File: src/rtl/instr_encoder.sv
// LEGv8 instruction encoder and imem loader: packs symbolic R/I/D/CB requests into
// 32-bit words and writes them at wrapping addresses. Optional checking: ENCODER_CHECK_EN.
module instr_encoder #(
  parameter int ADDR_W = 6
) (
  input  logic              clk,
  input  logic              reset,
  input  logic              start,
  input  logic [ADDR_W-1:0] base,
  input  logic              in_valid,
  output logic              in_ready,
  input  logic [3:0]        op,
  input  logic [4:0]        rd,
  input  logic [4:0]        rn,
  input  logic [4:0]        rm,
  input  logic [18:0]       imm,
  output logic              imem_we,
  output logic [ADDR_W-1:0] imem_waddr,
  output logic [31:0]       imem_wdata,
  output logic [ADDR_W:0]   count,
  output logic              full,
  output logic              err
);

  localparam logic [ADDR_W:0] DEPTH = {1'b1, {ADDR_W{1'b0}}};

  typedef enum logic [1:0] {S_IDLE, S_RUN, S_FULL} state_t;

  state_t              state_reg, state_next;
  logic                in_ready_reg;
  logic                imem_we_reg;
  logic [ADDR_W-1:0]   imem_waddr_reg;
  logic [31:0]         imem_wdata_reg;
  logic [ADDR_W:0]     count_reg;
  logic [ADDR_W:0]     count_inc;
  logic [ADDR_W-1:0]   base_reg;
  logic [31:0]         enc_word;
  logic                is_ifmt;
  logic                is_dfmt;
  logic                accept;
  logic                reject;
  logic                write_ok;

  always_comb begin
    enc_word = 32'h0000_0000;
    is_ifmt  = 1'b0;
    is_dfmt  = 1'b0;
    case (op)
      4'd0:  enc_word = {11'b10001011000, rm, 6'b000000, rn, rd};
      4'd1:  enc_word = {11'b11001011000, rm, 6'b000000, rn, rd};
      4'd2:  enc_word = {11'b10001010000, rm, 6'b000000, rn, rd};
      4'd3:  enc_word = {11'b10101010000, rm, 6'b000000, rn, rd};
      4'd4:  begin enc_word = {10'b1001000100, imm[11:0], rn, rd}; is_ifmt = 1'b1; end
      4'd5:  begin enc_word = {10'b1101000100, imm[11:0], rn, rd}; is_ifmt = 1'b1; end
      4'd6:  begin enc_word = {10'b1001001000, imm[11:0], rn, rd}; is_ifmt = 1'b1; end
      4'd7:  begin enc_word = {10'b1011001000, imm[11:0], rn, rd}; is_ifmt = 1'b1; end
      4'd8:  begin enc_word = {11'b11111000010, imm[8:0], 2'b00, rn, rd}; is_dfmt = 1'b1; end
      4'd9:  begin enc_word = {11'b11111000000, imm[8:0], 2'b00, rn, rd}; is_dfmt = 1'b1; end
      4'd10: enc_word = {8'b10110100, imm, rd};
      default: enc_word = 32'h0000_0000;
    endcase
  end

`ifdef ENCODER_CHECK_EN
  logic err_reg;
  // D-format offsets must sign-extend cleanly out of the 9-bit field
  assign reject = (op > 4'd10)
                || (is_ifmt && (|imm[18:12]))
                || (is_dfmt && !((&imm[18:8]) || !(|imm[18:8])));
`else
  assign reject = 1'b0;
`endif

  assign accept    = in_valid && in_ready_reg && !start;
  assign write_ok  = accept && !reject;
  assign count_inc = count_reg + 1'b1;

  always_comb begin
    state_next = state_reg;
    if (start) begin
      state_next = S_RUN;
    end else if (state_reg == S_RUN && write_ok && count_inc == DEPTH) begin
      state_next = S_FULL;
    end
  end

  always_ff @(posedge clk or negedge reset) begin
    if (!reset) begin
      state_reg    <= S_IDLE;
      in_ready_reg <= 1'b0;
    end else begin
      state_reg    <= state_next;
      in_ready_reg <= (state_next == S_RUN);
    end
  end

  always_ff @(posedge clk or negedge reset) begin
    if (!reset) begin
      imem_we_reg    <= 1'b0;
      imem_waddr_reg <= '0;
      imem_wdata_reg <= 32'h0000_0000;
      count_reg      <= '0;
      base_reg       <= '0;
    end else begin
      imem_we_reg <= 1'b0;
      if (start) begin
        base_reg  <= base;
        count_reg <= '0;
      end else if (write_ok) begin
        imem_we_reg    <= 1'b1;
        imem_waddr_reg <= base_reg + count_reg[ADDR_W-1:0];
        imem_wdata_reg <= enc_word;
        count_reg      <= count_inc;
      end
    end
  end

`ifdef ENCODER_CHECK_EN
  always_ff @(posedge clk or negedge reset) begin
    if (!reset) begin
      err_reg <= 1'b0;
    end else if (start) begin
      err_reg <= 1'b0;
    end else if (accept && reject) begin
      err_reg <= 1'b1;
    end
  end
  assign err = err_reg;
`else
  assign err = 1'b0;
`endif

  assign in_ready   = in_ready_reg;
  assign imem_we    = imem_we_reg;
  assign imem_waddr = imem_waddr_reg;
  assign imem_wdata = imem_wdata_reg;
  assign count      = count_reg;
  assign full       = (count_reg == DEPTH);

endmodule

File: config.mk
export PLATFORM = sky130hd
export DESIGN_NAME = instr_encoder
export DESIGN_NICKNAME = d
export VERILOG_FILES = /design/src/rtl/instr_encoder.sv
export SDC_FILE = /design/constraint.sdc
export NUM_CORES = 1
export LEC_CHECK = 0
export ABC_AREA = 1
export BUFFER_PORTS_ARGS = -buffer_cell sky130_fd_sc_hd__buf_2
export CORE_ASPECT_RATIO = 0.6
export CORE_MARGIN = 8
export CORE_UTILIZATION = 30
export CTS_CLUSTER_DIAMETER = 60
export DETAILED_ROUTE_END_ITERATION = 6
export GPL_TIMING_DRIVEN = 0
export PLACE_DENSITY = 0.52
export SLEW_MARGIN = 0
export SYNTH_ARGS = -nofsm -noshare
export SYNTH_HDL_FRONTEND = slang
export SYNTH_SLANG_ARGS = --single-unit
File: constraint.sdc
create_clock -name clk -period 2.5 [get_ports clk]
set_clock_uncertainty 0.2 [all_clocks]
set_input_delay 0.5 -clock clk [delete_from_list [all_inputs] [get_ports clk]]
set_output_delay 0.5 -clock clk [all_outputs]
set_load 0.02 [all_outputs]
==> impl_metrics.tcl, run 1 <==
set metrics [dict create \
    post_cts_resized 0 \
    syn_to_final_growth_pct 27.9 \
    p_sw_frac 0.306 \
    hp-class "input pin to asynchronous set/reset pin" \
    core_mm2 0.00919 \
    yosysMostFrequentCell "nand2_1" \
    grt_pass1_vias 2653 \
    yosysTopAreaCell "dfrtp_1" \
    cts_made_buffers 5 \
    antenna_left 0 \
    finalWirelength_mm 9.01 \
    cts-root-buf "clkbuf_16" \
    vias 2545 \
    routabilityCongestion 0.821 \
    drv_slew 0 \
    path_max_fanout 8 \
    startpoint "count[1]" \
    dr.first_iter.drc_count 150 \
    ys_warn_count 0 \
    die_w_um 142 \
    p_sw_uw 694 \
    max_slew.worst_pin.slew_ns 0.718 \
    r2r-start "count[0]" \
    clk_latency_ns 0.29 \
    maxSlewHeadroom 0.521 \
    synthCells 323 \
    initial_utilization 0.309 \
    rsz0062_at_grt "false" \
    power_density_mw_per_mm2 624 \
    status "complete, no violations" \
    dr.pass1.iters 4 \
    fin_setup_tns_ns 0 \
    holdBufCountCts 0 \
    h-tree-depth 2 \
    worstSetupStartpointType "flop" \
    multiInputGateArea_mm2 0.00127 \
    netlist_area_mm2 0.00284 \
    synth.area.top_cells "dfrtp_1, nand2_1, o21ai_0" \
    fill_cells 991 \
    cts_buffer_depth 2 \
    dpl_worst_slack_ns 0.340 \
    cp_data_required_time_ns 1.80 \
    die_area_mm2 0.0129 \
    post-dp-hpwl_mm 7.18 \
    std_cell_rows 27 \
    p_comb_frac 0.210 \
    cap_violations 0 \
    die_height_um 91.4 \
    ys_seq_area_frac 0.485 \
    cp.arrival_ns 1.65 \
    path_clk_slew_ns 0.08 \
    cts.sinks 55 \
    grt_max_degree 56 \
    ir_worst_vdd_mv 0.288 \
    post-route-util 0.395 \
    io_buffers 93 \
    vias_per_cell 4.59 \
    drive_gt1_frac 0.330 \
    synth.avg_cell_area_um2 8.79 \
    grt-ovfl-total 0 \
    timing.final.ws_setup_ns 0.150 \
    drc 0 \
    num_io_pins 97 \
    hold_violations 0 \
    post_cts_buffers 0 \
    max_freq_ghz 0.426 \
    largest_register_ffs 32 \
    crit_path_end_kind "primary output" \
    synth_edf_count 0 \
    register_area_mm2 0.00138 \
    groute.usage.overall 0.142 \
    synth_ff_type "dfrtp_1" \
    fin_hold_ws_ns 0.0471 \
    nets 480 \
    synth.distinct_cells 41 \
    period_needed_ns 2.35 \
    async_flop_share 1.00 \
    slowest_delay_ns 0.52 \
    fin_crit_sh 0.940 \
    tritoncts "yes" \
    antenna_found_initial 0 \
    clockPowerShare 0.332 \
    crit_chain "inv_1, ha_1, nand4_1, nor3_1, buf_2" \
    design_area_mm2 0.00363 \
    syn-num-nets 380 \
    route.detailed.wl_per_inst_um 16.3 \
    grt_pass1_wl_mm 14.5 \
    p_leak_nw 1.91 \
    setup_viol 0 \
    seqPwrFrac 0.457 \
    p_total_mw 2.27 \
    diodes 0 \
    yosysTopAreaCellShare 0.485 \
    ys_seq_elements 55 \
    dp_cells 546 \
    dpl_cell_area_mm2 0.00347 \
    critical_path_class "flop to primary output" \
    p_int_mw 1.57 \
    synthTopCellsByCount "nand2_1, dfrtp_1, inv_1" \
    cpMaxStageDelayCell "dfrtp_1" \
    fin_cells 554 \
]
[layout by cell type (no fill, tap or decap), types with 2 or more instances in the layout]
cell type  netlist  layout
xor2_1           4       4
buf_4            4       5
ha_1             8       8
dfrtp_1         55      55
nand4_1          4       4
o21ai_1          3       3
inv_2            4       4
clkbuf_16        0       5
nor2_1           7       7
nand2_4          3       3
nand3_1         15      15
a22o_1           5       5
clkbuf_8         0       2
o2111ai_1        3       3
buf_2            5      97
o211ai_1         4       4
inv_1           25      25
a221oi_1         2       2
nand2_2          7       7
nor3b_1          4       4
o22ai_1          2       2
nor2_8           2       2
a21oi_1         11      11
nand2_1        100     100
o21ai_0         24      24
nor2_2           4       4
buf_6            2       2
[worst paths after layout]
kind / endpoint / slack, ns / depth (start not counted)
max reg2reg: imem_waddr[4] / 0.31 / 7
min reg2reg: base_reg[4] / 0.28 / 2
min: base_reg[1] / 0.05 / 1
max: full / 0.15 / 5
min in group clk: base_reg[2] / 0.21 / 3
max in group asynchronous: base_reg[4] / 1.56 / 1
[critical path, delay by kind of cell, from the launching register on]
| kind | cells | cell delay [ns] |
|---|---|---|
| buf+inv | 2 | 0.41 |
| simple gates | 2 | 0.24 |
| flops | 1 | 0.52 |
| fa+ha+maj | 1 | 0.19 |
[power groups by stage]
stage	clock [mW]	sequential, mW	combinational [mW]
4_1_cts	0.777	1.04	0.487
5_1_grt	0.813	1.05	0.528
2_1_floorplan	0	1.15	0.178
3_5_place_dp	0	1.05	0.487
3_3_place_gp	0	1.05	0.482
6_report	0.753	1.04	0.477
[per-layer routing]
metal	part of all wire	up-vias	global-route usage
met1	0.52	1171	0.211
li1	-	1270	-
met5	0	-	0
met4	0.0078	0	0.0258
met2	0.38	96	0.184
met3	0.094	8	0.0585
[layout make-up]
| class | instances | area share |
|---|---|---|
| clock buffers | 7 | 0.0421 |
| repair buffers | 93 | 0.129 |
| plain buffers | 11 | 0.0214 |
| well taps | 130 | 0.0448 |
| inverters | 31 | 0.0327 |
| flip-flops and latches | 55 | 0.379 |
| multi-input cells | 226 | 0.349 |
| clock inverters | 1 | 0.00207 |
[cell families after synthesis]
group / synth area share
flip-flops: 0.485
other: 0.00132
buffers and inverters: 0.0692
adder cells (fa/ha/maj): 0.0423
XOR/XNOR: 0.0154
AO/OA/AOI/OAI: 0.140
AND/OR/NAND/NOR: 0.247
No activity file was read; power rests on OpenSTA's default activity.
==> inputs of run 2 (changes only) <==
GPL_TIMING_DRIVEN = unset   (was 0)
REMOVE_ABC_BUFFERS = 1   (was unset)
==> run 2 against run 1 <==
  * The run now ends with hold timing left
  * Register-to-register slack improved by 0.10 ns
  * Non-clock buffer count down 5
  * Sequential share of layout area increased by 0.44 points
  * Global-route usage decreased by 0.52 points
  * Cell count decreased by 0.90%
  * Largest cell class unchanged
  * Core utilization down 0.45 points
  * Die area stayed put
  * Sequential power hardly changed
  * Clock power decreased by 5.4%
  * Critical path type unchanged
  * Hold slack worse by 0.054 ns
  * Design area fell by 1.1%
==> impl_metrics.tcl, run 2 (synthesized netlist as in run 1, its figures left out) <==
set metrics [dict create \
    status "finished, violations left" \
    violations "hold timing" \
    crit_path_end_kind "primary output" \
    path_clk_slew_ns 0.07 \
    drc 0 \
    critical_path_class "flop to primary output" \
    hp-class "input pin to asynchronous set/reset pin" \
    path_max_fanout 8 \
    post_cts_buffers 0 \
    r2r-start "count[0]" \
    crit_family "flip-flops" \
    max_slew.worst_pin.slew_ns 0.521 \
    die_w_um 142 \
    power_density_mw_per_mm2 620 \
    cap_violations 0 \
    grt_pass1_vias 2639 \
    final_common_cell "nand2_1" \
    dr.pass1.iters 4 \
    antenna_found_initial 0 \
    max_freq_ghz 0.451 \
    grt_use_met3 0.0549 \
    cts-root-buf "clkbuf_16" \
    cts_made_buffers 5 \
    grt_max_degree 56 \
    fin_crit_sh 0.887 \
    grt-ovfl-total 0 \
    num_io_pins 97 \
    period_needed_ns 2.22 \
    final_cell_mix "nand2_1, buf_2, dfrtp_1" \
    reg2regPathDepth 7 \
    p_leak_nw 1.89 \
    vias 2538 \
    tritoncts "yes" \
    setup_viol 0 \
    die_height_um 91.4 \
    crit_chain "inv_1, ha_1, nand4_1, nor3_1, buf_2" \
    fill_cells 983 \
    ir_worst_vdd_mv 0.299 \
    grt_pass1_wl_mm 14.1 \
    syn_to_final_growth_pct 26.4 \
    diodes 0 \
    groute.usage.overall 0.136 \
    busiest_layer "met1" \
    slowest_delay_ns 0.48 \
    largest_register_ffs 32 \
    nets 475 \
    fin_cells 549 \
    maxSlewHeadroom 0.651 \
    cp.arrival_ns 1.52 \
    drive_gt1_frac 0.320 \
    initial_utilization 0.309 \
    post-dp-hpwl_mm 6.84 \
    fin_setup_tns_ns 0 \
    dp_cells 541 \
    hold_violations 8 \
    clk_latency_ns 0.29 \
    drv_slew 0 \
    path_buf_inv 2 \
    grtUsageMet2 0.186 \
    die_area_mm2 0.0129 \
    std_cell_rows 27 \
    r2r_end "imem_waddr[4]" \
    rsz0062_at_grt "false" \
    startpoint "count[1]" \
    io_buffers 95 \
    grt_util_met1 0.197 \
    h-tree-depth 2 \
    r2r_slack_ns 0.41 \
    cpMaxStageDelayCell "dfrtp_1" \
    holdBufCountCts 0 \
    core_mm2 0.00919 \
    route.detailed.wl_per_inst_um 16.1 \
    dr.first_iter.drc_count 194 \
    post_cts_resized 0 \
    vias_per_cell 4.62 \
    worstSetupStartpointType "flop" \
    routabilityCongestion 0.864 \
    cp_data_required_time_ns 1.80 \
    finalWirelength_mm 8.81 \
    cts_buffer_depth 2 \
    cts.sinks 55 \
    fin_hold_ws_ns -0.00683 \
    antenna_left 0 \
]
-- run 2: power by group --
part           internal [mW]  total, mW  switching (mW)
Sequential             0.978       1.03          0.0566
Combinational          0.167      0.479           0.312
Clock                  0.377      0.712           0.336
Total                   1.52       2.23           0.704
-- run 2: area by class of cell --
type,instances,area (um^2),area share
timing repair buffer,99,518,0.144
inverter,31,119,0.0331
clock buffer,6,129,0.0359
multi-input combinational,226,1270,0.353
sequential,55,1380,0.384
tap,130,163,0.0453
clock inverter,2,17.5,0.00488
-- run 2: worst max path at each step --
stage	end	slack (ns)	depth (start not counted)
4_1_cts	full	0.25	5
2_1_floorplan	full	0.43	4
3_3_place_gp	imem_waddr[4]	0.54	7
5_1_grt	full	0.14	5
6_report	full	0.28	5
3_5_place_dp	imem_waddr[4]	0.45	7
-- run 2: stage by stage --
step	utilization	total power, mW	hold slack (ns)	area [um^2]	setup WS, ns
2_1_floorplan	-	1.31	0.00441	2760	0.434
3_5_place_dp	0.375	1.54	0.274	3440	0.448
3_3_place_gp	0.375	1.54	0.259	3440	0.544
4_1_cts	0.391	2.27	0.00537	3590	0.252
5_1_grt	0.391	2.35	0.00171	3590	0.142
6_report	0.391	2.23	-0.00683	3590	0.282
-- run 2: routing by layer --
layer  up-vias  part of all wire  wire length (um)
met5         -                 0                 0
met4         0            0.0033                29
met1      1206              0.52              4610
met2        74              0.40              3530
li1       1254                 -                 -
met3         4             0.073               646
==> inputs of run 3 (changes only) <==
clock period = 2.79 ns   (was 2.5 ns; I/O delays follow)
==> run 3 against run 2 <==
  * The run now ends clean
  * Flip-flop and latch count unchanged
  * Core utilization down 0.31 points
  * Wire length down 1.6%
  * Die area unchanged
  * Sequential share of layout area grew 0.31 points
  * Hold slack improved by 0.044 ns
  * Count of clock-buffer cells in the layout increased by 1
  * Clock power down 13%
  * Via count down 2.2%
  * Design area fell by 0.80%
==> impl_metrics.tcl, run 3 (synthesized netlist as in run 1, its figures left out) <==
set metrics [dict create \
    status "complete, no violations" \
    diodes 0 \
    clk_latency_ns 0.29 \
    fin_setup_tns_ns 0 \
    die_w_um 142 \
    cpMaxStageDelayCell "dfrtp_1" \
    post_cts_resized 0 \
    initial_utilization 0.309 \
    h-tree-depth 2 \
    drc 0 \
    largest_register_ffs 32 \
    max_slew.worst_pin.slew_ns 0.529 \
    dr.first_iter.drc_count 103 \
    post_cts_buffers 0 \
    core_mm2 0.00919 \
    io_buffers 95 \
    cap_violations 0 \
    cts_buffer_depth 2 \
    vias_per_cell 4.53 \
    nets 474 \
    finalWirelength_mm 8.67 \
    path_buf_inv 2 \
    die_height_um 91.4 \
    holdBufCountCts 0 \
    antenna_found_initial 0 \
    setup_viol 0 \
    tritoncts "yes" \
    fill_cells 977 \
    post-route-util 0.387 \
    path_clk_slew_ns 0.07 \
    grt_pass1_wl_mm 13.9 \
    hold_violations 0 \
    cp.arrival_ns 1.54 \
    vias 2481 \
    final_common_cell "nand2_1" \
    cts-root-buf "clkbuf_16" \
    register_area_mm2 0.00138 \
    cp_data_required_time_ns 2.03 \
    antenna_left 0 \
    post-dp-hpwl_mm 6.80 \
    grt-ovfl-total 0 \
    routabilityCongestion 0.806 \
    critical_path_class "flop to primary output" \
    cts_made_buffers 5 \
    grt_pass1_vias 2599 \
    fin_crit_sh 0.823 \
    groute.usage.overall 0.134 \
    route.detailed.wl_per_inst_um 15.8 \
    cts.sinks 55 \
    drv_slew 0 \
    die_area_mm2 0.0129 \
    hp-class "input pin to asynchronous set/reset pin" \
    worstSetupStartpointType "flop" \
    dr.pass1.iters 5 \
    p_total_mw 1.97 \
    multiInputGateArea_mm2 0.00127 \
    crit_family "flip-flops" \
    crit_path_end_kind "primary output" \
    maxSlewHeadroom 0.646 \
    ir_worst_vdd_mv 0.257 \
    crit_chain "inv_1, ha_1, nand4_1, nor3_1, buf_2" \
    num_io_pins 97 \
    final_cell_mix "nand2_1, buf_2, dfrtp_1" \
    syn_to_final_growth_pct 25.4 \
    rsz0062_at_grt "false" \
    max_freq_ghz 0.436 \
    period_needed_ns 2.30 \
    power_density_mw_per_mm2 555 \
    drive_gt1_frac 0.316 \
    std_cell_rows 27 \
    grt_max_degree 54 \
    slowest_delay_ns 0.48 \
    path_max_fanout 9 \
    p_leak_nw 1.87 \
]
-- run 3: changes by cell type in the layout (fill, tap and decap cells not counted) --
cell / before / now
clkinv_4: 2 / 0
buf_12: 1 / 0
clkbuf_1: 1 / 2
clkinv_2: 0 / 1
-- run 3: per-layer routing --
metal | up-vias | wire [um] | global-route usage
met5 | - | 0 | 0
met4 | 0 | 42 | 0.0240
met3 | 6 | 485 | 0.0387
met2 | 64 | 3470 | 0.182
met1 | 1165 | 4670 | 0.205
li1 | 1246 | - | -
-- run 3: worst register-to-register path, cell delays in order, from the launching register on --
cell	delay [ns]
dfrtp_1	0.50
ha_1	0.26
inv_1	0.07
fa_1	0.40
o21ai_0	0.18
a21oi_1	0.10
xor2_1	0.14
o21ai_0	0.13
-- run 3: power breakdown --
part           switching (mW)  total [mW]  internal, mW  leakage [nW]
combinational           0.280       0.427         0.146          1.10
clock                   0.289       0.623         0.333        0.0679
sequential             0.0485       0.925         0.877         0.709
total                   0.618        1.97          1.36          1.87
-- run 3: final cells by class --
cell class / instances / area share
clock buffers: 7 / 0.0373
clock inverters: 1 / 0.00141
inverters: 31 / 0.0334
multi-input cells: 226 / 0.356
flip-flops and latches: 55 / 0.387
well taps: 130 / 0.0457
repair buffers: 98 / 0.140
-- run 3: path summary, 6_finish.rpt --
kind	start	end	slack [ns]	depth (start not counted)
max	count[0]	full	0.49	5
min	reset	imem_we	0.04	1
max reg2reg	count[0]	imem_waddr[4]	0.73	7
max in group asynchronous	reset	imem_wdata[30]	1.65	2
min reg2reg	base_reg[4]	base_reg[4]	0.28	2
min in group clk	base[1]	base_reg[1]	0.27	3
-- run 3: stage by stage --
| step | area (um^2) | hold WS, ns | cells | worst slack (ns) |
|---|---|---|---|---|
| after global placement | 3420 | 0.264 | 540 | 0.690 |
| after global routing | 3560 | 0.0745 | 548 | 0.391 |
| after CTS | 3560 | 0.0455 | 548 | 0.493 |
| final | 3560 | 0.0370 | 548 | 0.495 |
| after detailed placement | 3420 | 0.262 | 540 | 0.653 |
| after floorplan | 2760 | 0.0624 | 312 | 0.666 |
